`src/rtl/uart_frame_parser.sv`:
```
// Frame assembler behind uart_recv: HEADER, CMD, LEN, payload, XOR check byte.
// Emits one-cycle frame_valid / frame_err strobes; good frames update frame_* outputs.
module uart_frame_parser #(
    parameter int         MAX_LEN     = 8,
    parameter int         TIMEOUT_CYC = 50000,
    parameter logic [7:0] HEADER      = 8'hA5
) (
    input  logic                 sys_clk,
    input  logic                 sys_rst_n,
    input  logic                 uart_done,
    input  logic [7:0]           uart_data,
    output logic                 frame_valid,
    output logic [7:0]           frame_cmd,
    output logic [7:0]           frame_len,
    output logic [8*MAX_LEN-1:0] frame_payload,
    output logic                 frame_err,
    output logic [1:0]           err_code,
    output logic                 busy
);

    localparam int            PW       = 8 * MAX_LEN;
    localparam int            GW       = $clog2(TIMEOUT_CYC);
    localparam logic [GW-1:0] GAP_LAST = GW'(TIMEOUT_CYC - 1);
    localparam logic [7:0]    LEN_MAX  = 8'(MAX_LEN);

    typedef enum logic [2:0] {
        S_IDLE,
        S_CMD,
        S_LEN,
        S_DATA,
        S_CHK
    } state_e;

    state_e        state_q, state_d;
    logic [7:0]    cmd_q, cmd_d;
    logic [7:0]    len_q, len_d;
    logic [7:0]    idx_q, idx_d;
    logic [7:0]    xor_q, xor_d;
    logic [PW-1:0] buf_q, buf_d;
    logic [GW-1:0] gap_q, gap_d;
    logic          valid_q, valid_d;
    logic          err_q, err_d;
    logic [1:0]    code_q, code_d;
    logic [7:0]    ocmd_q, ocmd_d;
    logic [7:0]    olen_q, olen_d;
    logic [PW-1:0] opay_q, opay_d;

    always_comb begin
        state_d = state_q;
        cmd_d   = cmd_q;
        len_d   = len_q;
        idx_d   = idx_q;
        xor_d   = xor_q;
        buf_d   = buf_q;
        valid_d = 1'b0;
        err_d   = 1'b0;
        code_d  = code_q;
        ocmd_d  = ocmd_q;
        olen_d  = olen_q;
        opay_d  = opay_q;
        gap_d   = (state_q == S_IDLE || uart_done) ? '0 : gap_q + GW'(1);

        if (uart_done) begin
            unique case (state_q)
                S_IDLE: begin
                    if (uart_data == HEADER) state_d = S_CMD;
                end
                S_CMD: begin
                    cmd_d   = uart_data;
                    xor_d   = uart_data;
                    state_d = S_LEN;
                end
                S_LEN: begin
                    if (uart_data > LEN_MAX) begin
                        err_d   = 1'b1;
                        code_d  = 2'b01;
                        state_d = S_IDLE;
                    end else begin
                        len_d   = uart_data;
                        xor_d   = xor_q ^ uart_data;
                        buf_d   = '0;
                        idx_d   = '0;
                        state_d = (uart_data == 8'd0) ? S_CHK : S_DATA;
                    end
                end
                S_DATA: begin
                    for (int i = 0; i < MAX_LEN; i++) begin
                        if (idx_q == 8'(i)) buf_d[8*i +: 8] = uart_data;
                    end
                    xor_d = xor_q ^ uart_data;
                    idx_d = idx_q + 8'd1;
                    if (idx_q == len_q - 8'd1) state_d = S_CHK;
                end
                S_CHK: begin
                    if (uart_data == xor_q) begin
                        valid_d = 1'b1;
                        ocmd_d  = cmd_q;
                        olen_d  = len_q;
                        opay_d  = buf_q;
                    end else begin
                        err_d  = 1'b1;
                        code_d = 2'b10;
                    end
                    state_d = S_IDLE;
                end
                default: state_d = S_IDLE;
            endcase
        end else if (state_q != S_IDLE && gap_q == GAP_LAST) begin
            // a byte landing on the last allowed cycle takes priority over the abort
            err_d   = 1'b1;
            code_d  = 2'b11;
            state_d = S_IDLE;
        end
    end

    always_ff @(posedge sys_clk or negedge sys_rst_n) begin
        if (!sys_rst_n) begin
            state_q <= S_IDLE;
            cmd_q   <= '0;
            len_q   <= '0;
            idx_q   <= '0;
            xor_q   <= '0;
            buf_q   <= '0;
            gap_q   <= '0;
            valid_q <= 1'b0;
            err_q   <= 1'b0;
            code_q  <= '0;
            ocmd_q  <= '0;
            olen_q  <= '0;
            opay_q  <= '0;
        end else begin
            state_q <= state_d;
            cmd_q   <= cmd_d;
            len_q   <= len_d;
            idx_q   <= idx_d;
            xor_q   <= xor_d;
            buf_q   <= buf_d;
            gap_q   <= gap_d;
            valid_q <= valid_d;
            err_q   <= err_d;
            code_q  <= code_d;
            ocmd_q  <= ocmd_d;
            olen_q  <= olen_d;
            opay_q  <= opay_d;
        end
    end

    assign frame_valid   = valid_q;
    assign frame_err     = err_q;
    assign err_code      = code_q;
    assign frame_cmd     = ocmd_q;
    assign frame_len     = olen_q;
    assign frame_payload = opay_q;
    assign busy          = (state_q != S_IDLE);

endmodule

```
`config.mk`:
```
export PLATFORM = sky130hd
export DESIGN_NAME = uart_frame_parser
export DESIGN_NICKNAME = d
export VERILOG_FILES = /design/src/rtl/uart_frame_parser.sv
export SDC_FILE = /design/constraint.sdc
export NUM_CORES = 1
export LEC_CHECK = 0
export ABC_CLOCK_PERIOD_IN_PS = 3600
export CORE_MARGIN = 1.5
export CORE_UTILIZATION = 30
export DETAILED_ROUTE_END_ITERATION = 10
export GPL_TIMING_DRIVEN = 1
export HOLD_SLACK_MARGIN = 0.02
export PLACE_DENSITY = 0.54
export RECOVER_POWER = 100
export SKIP_CTS_REPAIR_TIMING = 1
export SYNTH_ARGS = -nofsm -noshare
export SYNTH_HDL_FRONTEND = slang
export SYNTH_SLANG_ARGS = --single-unit
export TNS_END_PERCENT = 5
```
`constraint.sdc`:
```
create_clock -name sys_clk -period 3.6 [get_ports sys_clk]
set_input_delay 0.54 -clock sys_clk [delete_from_list [all_inputs] [get_ports sys_clk]]
set_output_delay 0.54 -clock sys_clk [all_outputs]
set_load 0.1 [all_outputs]
```
==> After elaboration in Yosys (flattened, before gate mapping) <==
Cells that the tools add are included.
{ "classes": {"n_addsub": 3, "magnitude_cmp": 1, "n_eq_ne": 29, "n_mux": 35, "n_bitwise": 2, "n_reduce_logical": 24} }
{ "ops": {"columns": ["cell", "count"], "rows": [
  ["$pmux W64 S2", 1],
  ["$mux W8", 10],
  ["$mux W64", 1],
  ["$reduce_and A4 Y1", 9],
  ["$eq A8 B3 Y1 const B", 4],
  ["$pmux W8 S3", 1],
  ["$mux W3", 6],
  ["$ne A2 B2 Y1 const B", 9],
  ["$add A16 B1 Y16 const B", 1],
  ["$eq A16 B16 Y1 const B", 1],
  ["$eq A8 B2 Y1 const B", 2],
  ["$eq A8 B8 Y1", 2],
  ["$logic_not A8 Y1", 2],
  ["$mux W16", 1],
  ["$pmux W8 S2", 1],
  ["$reduce_and A3 Y1", 5],
  ["$pmux W3 S4", 1],
  ["$ne A3 B3 Y1 const B", 3],
  ["$add A8 B1 Y8 const B", 1],
  ["$eq A8 B1 Y1 const B", 1],
  ["$eq A8 B8 Y1 const B", 1],
  ["$gt A8 B4 Y1 const B", 1],
  ["$mux W2", 4],
  ["$sub A8 B1 Y8 const B", 1],
  ["other kinds (16)", 25]
]} }
{ "totals": {"reg_bits": 199, "in_bits": 11, "word_cells": 114} }

==> Longest topological paths before layout <==
{ "logic_depth": {"ltp_word": 5, "mapped_depth": 9} }

==> Worst setup path before layout <==
OpenSTA, ideal clock, no wires.
{ "synth_timing": {"path_type": "register to register", "from": "reg state_q[1]", "to": "reg state_q[0]", "t_arrival_ns": 2.172, "setup_slack_ns": 1.303, "stages_incl_launch_ff": 7, "period_less_slack_ns": 2.297, "cell_sequence": "dfrtp_1 buf_2 nor2_1 nand2_1 and4b_1 o21ai_2 mux2_4"} }
{ "synth_between": {"elab_chain_len": 4, "word_cells_on_any_way": 12, "classes_between": "5 x eq/ne; 2 x mux; 5 x reduce/logical"} }
{ "synth_lines": {"columns": ["element", "line", "rtl"], "rows": [
  ["from (decl)", "34", "state_e state_q, state_d;"],
  ["from (signal assigned)", "132", "state_q <= state_d;"],
  ["$reduce_bool A3 Y1", null, null],
  ["via busy", "18", "output logic busy"],
  ["$logic_and A1 B1 Y1", "108", "end else if (state_q != S_IDLE && gap_q == GAP_LAST) begin"],
  ["$reduce_bool A2 Y1 (no line)", null, null],
  ["$reduce_and A3 Y1 (no line)", null, null]
]} }
The timed path passes the listed nets, and every way through them passes these cells.
A chain may end at the register's enable or synchronous reset.

==> Final worst setup path <==
{ "layout_timing": {"from": "reg state_q[0]", "to": "out busy"} }
{ "layout_between": {"elab_chain_len": 1} }
{ "layout_lines": {"columns": ["element", "line", "rtl"], "rows": [
  ["$reduce_bool A3 Y1", "154", "assign busy = (state_q != S_IDLE);"],
  ["to (decl)", "18", null]
]} }
No other way between the ends.

==> metrics <==
cell count after synthesis 703; relative max-transition margin -31.4%; Synth Area per Inst 12.1 um^2; fraction of power spent switching nets 32.0%; CP Data Required Time 3.06 ns; reg-to-reg startpoint len_q[2]$_DFFE_PN0P_; Horiz. Die Dim 171 um; floorplan die height 171 um; clock-pin slew of the registers on the worst-case setup and hold paths 0.08 ns; number of buffer cells added on primary ports 95; clock period minus final worst setup slack 2.98 ns; launch point of the worst path state_q[0]$_DFFE_PN0P_; Remaining DRCs 0; buffers from clock root to sink, at most 2; clock latency at the later pin of the worst-skew pair 0.45 ns; status finished with violations; post-route worst hold slack 0.479 ns; Tcrit/Tclk final 82.9%; internal power component 3.81 mW; biggest fanout along the worst timing path 23; Initial Util 30.5%; synthesized net count 720; overall track demand over capacity in global routing 13.7%; Peak Freq 335 MHz; number of failing hold endpoints at the final stage 0; First-pass DRT Iterations 5; TritonCTS clock tree built; depth of the CTS H-tree 4; detailed-route wire length 19000 um; total count of max-transition violations in the final report 75; filler-free cell count of the finished design 1183; critical path data arrival time 2.44 ns; Critical Path End Type output pin; via count of the first global-routing pass 5294; worst clock skew 0.0184 ns; class of the most critical setup path flop to output pin; DRC violation total after the first TritonRoute iteration 293; share of post-route cells with drive strength above 1 19.8%; routed wirelength normalized by instance count 16.1 um; proportion of power drawn by flip-flops and latches 47.2%; part of the total power dissipated in the clock network 35.3%; sequential-to-total area share from yosys stat 58.7%; Post-synth EDFFs 0; net switching power 1.80 mW; setup total negative slack 0 ns; sort of element at the start of the critical path flop; worst hold stages 2; Placed Cells incl. Taps 1150; number of setup violations in the final report 0; number of synthesis warnings 0; destination of the critical timing path busy; max cap viols 1; most common flop cell mapped by yosys dfrtp_1; violations in the final reports max-capacitance violations, max-slew violations; maximum number of pins on one net before global-route repair 76; netlist area before placement 8480 um^2; top cell type's share of synthesized area 58.7%; reg-to-reg endpoint state_q[0]$_DFFE_PN0P_; nets 808; slew of the pin with the lowest slew margin 1.97 ns; Synth async-reset ratio 100%; setup slack on the worst flop-to-flop path 0.88 ns; TritonCTS Buffers 17; detailed placer's ending HPWL 13100 um; combinational power share 17.4%; Synth cell types 59; antenna violations before repair 1; average via count per standard cell 4.62; ranking of synthesized cells by area dfrtp_1 59%, mux2_2 14%, nand3_1 2.6%; master cell of the clock root buffer clkbuf_16; core region area 27800 um^2; DR vias 5461; first-pass GRT wire length 30600 um; # IOs 96; Final GP Congestion 0.766; area enclosed by the die boundary 29300 um^2; clock net sink count 199; worst hold path class flop to flop; cell taking the most area after synthesis dfrtp_1; cells on worst reg2reg path 6; final global-route overflow total 0; static leakage 5.00 nW; post-synthesis register bit count 199; P&R area growth vs syn 22.4%; Antenna Nets Post-Route 0; total power divided by cell area 540 nW/um^2; RSZ-0062 raised after global routing false; # rows 61; largest voltage drop on the vdd net 360 uV
==> registers in the layout, summed over array words and instances (netlist names) <==
signal,flops
idx_q,8
buf_q,64
frame_payload,64
state_q,3
frame_valid,1
frame_err,1
cmd_q,8
gap_q,16
err_code,2
xor_q,8
len_q,8
frame_cmd,8
frame_len,8
==> routing by layer <==
| metal | track usage [%] | wire (um) | up-vias |
|---|---|---|---|
| li1 | - | - | 2621 |
| met1 | 19.3 | 9280 | 2722 |
| met2 | 21.3 | 8770 | 104 |
| met3 | 2.87 | 798 | 14 |
| met4 | 3.89 | 184 | 0 |
| met5 | 0 | 0 | - |
==> cells in the mapped netlist (all sizes together), types with 2 or more instances <==
cell,count
buf,29
nand3b,3
or2,3
a2111oi,2
o21ai,65
nor3,5
o21a,2
nand2,57
xnor2,23
and2,6
or3b,2
nor3b,7
a31oi,4
nor2,44
clkbuf,12
mux2,104
nand4,6
nor4b,2
nand3,44
nand2b,3
inv,10
nor2b,2
nor4,7
dfrtp,199
a21o,7
a21oi,6
xor2,15
or3,2
and3,11
ha,6
==> worst min path at each step <==
| stage | from | endpoint | slack (ns) |
|---|---|---|---|
| floorplan | sys_rst_n | buf_q[0]$_DFFE_PN0P_ | 0.24 |
| global placement | buf_q[56]$_DFFE_PN0P_ | buf_q[56]$_DFFE_PN0P_ | 0.46 |
| detailed placement | buf_q[56]$_DFFE_PN0P_ | buf_q[56]$_DFFE_PN0P_ | 0.47 |
| CTS | sys_rst_n | buf_q[2]$_DFFE_PN0P_ | 0.13 |
| global route | buf_q[56]$_DFFE_PN0P_ | buf_q[56]$_DFFE_PN0P_ | 0.50 |
| finish | buf_q[63]$_DFFE_PN0P_ | buf_q[63]$_DFFE_PN0P_ | 0.48 |
==> stage by stage <==
stage | utilization, % | worst slack, ns | area (um^2) | power, mW
2_1_floorplan | - | 1.30 | 8480 | 3.41
3_3_place_gp | 35.5 | 0.612 | 9860 | 3.71
3_5_place_dp | 35.5 | 0.585 | 9860 | 3.72
4_1_cts | 37.7 | 0.997 | 10500 | 5.71
5_1_grt | 37.3 | 0.396 | 10400 | 5.89
6_report | 37.3 | 0.615 | 10400 | 5.60
==> kinds of logic (layout without fill, tap and decap cells) <==
logic type               count (synthesis)  in the layout  synth area share [%]
AND/OR/NAND/NOR                        210            210                  12.9
flip-flops                             199            199                  58.7
multiplexers                           104            104                  13.9
AO/OA/AOI/OAI                           95             95                  6.91
buffers and inverters                   51            152                  2.77
XOR/XNOR                                38             38                  3.93
adder cells (fa/ha/maj)                  6              6                 0.885
other                                    0              1                     0
==> worst max-delay path, stage by stage, from the launching register on <==
cell and delay [ns]:
dfrtp_1 0.75, nor2_1 0.13, nand2_1 0.23, clkbuf_1 0.89
==> cell type report <==
cell class | instances | area (um^2)
well taps | 378 | 473
repair buffers | 110 | 1040
fillers | 2758 | 17400
clock inverters | 15 | 196
inverters | 10 | 37.5
diodes | 1 | 2.50
multi-input cells | 453 | 3220
clock buffers | 17 | 425
flip-flops and latches | 199 | 4980
==> power groups by stage <==
stage | clock network [mW] | logic (mW) | registers, mW
2_1_floorplan | 0 | 0.720 | 2.69
3_3_place_gp | 0 | 1.02 | 2.69
3_5_place_dp | 0 | 1.02 | 2.69
4_1_cts | 2.04 | 1.03 | 2.65
5_1_grt | 2.12 | 1.09 | 2.68
6_report | 1.98 | 0.977 | 2.65
==> cells in the final DEF (no fill, tap or decap), drive strengths merged, types with 2 or more instances in the layout <==
master / synthesis / layout
xnor2: 23 / 23
clkdlybuf4s50: 0 / 5
clkinv: 0 / 6
clkbuf: 12 / 27
nand4: 6 / 6
nor4: 7 / 7
or3: 2 / 2
buf: 29 / 7
nor3b: 7 / 7
o21a: 2 / 2
and2: 6 / 6
or2: 3 / 3
a21oi: 6 / 6
nand3b: 3 / 3
nor4b: 2 / 2
nor2b: 2 / 2
o21ai: 65 / 65
a21o: 7 / 7
and3: 11 / 11
mux2: 104 / 104
nand3: 44 / 44
xor2: 15 / 15
a31oi: 4 / 4
dfrtp: 199 / 199
nor3: 5 / 5
ha: 6 / 6
a2111oi: 2 / 2
or3b: 2 / 2
nand2b: 3 / 3
inv: 10 / 17
dlygate4sd3: 0 / 88
nor2: 44 / 44
nand2: 57 / 57
No activity file was read; power rests on OpenSTA's default activity.
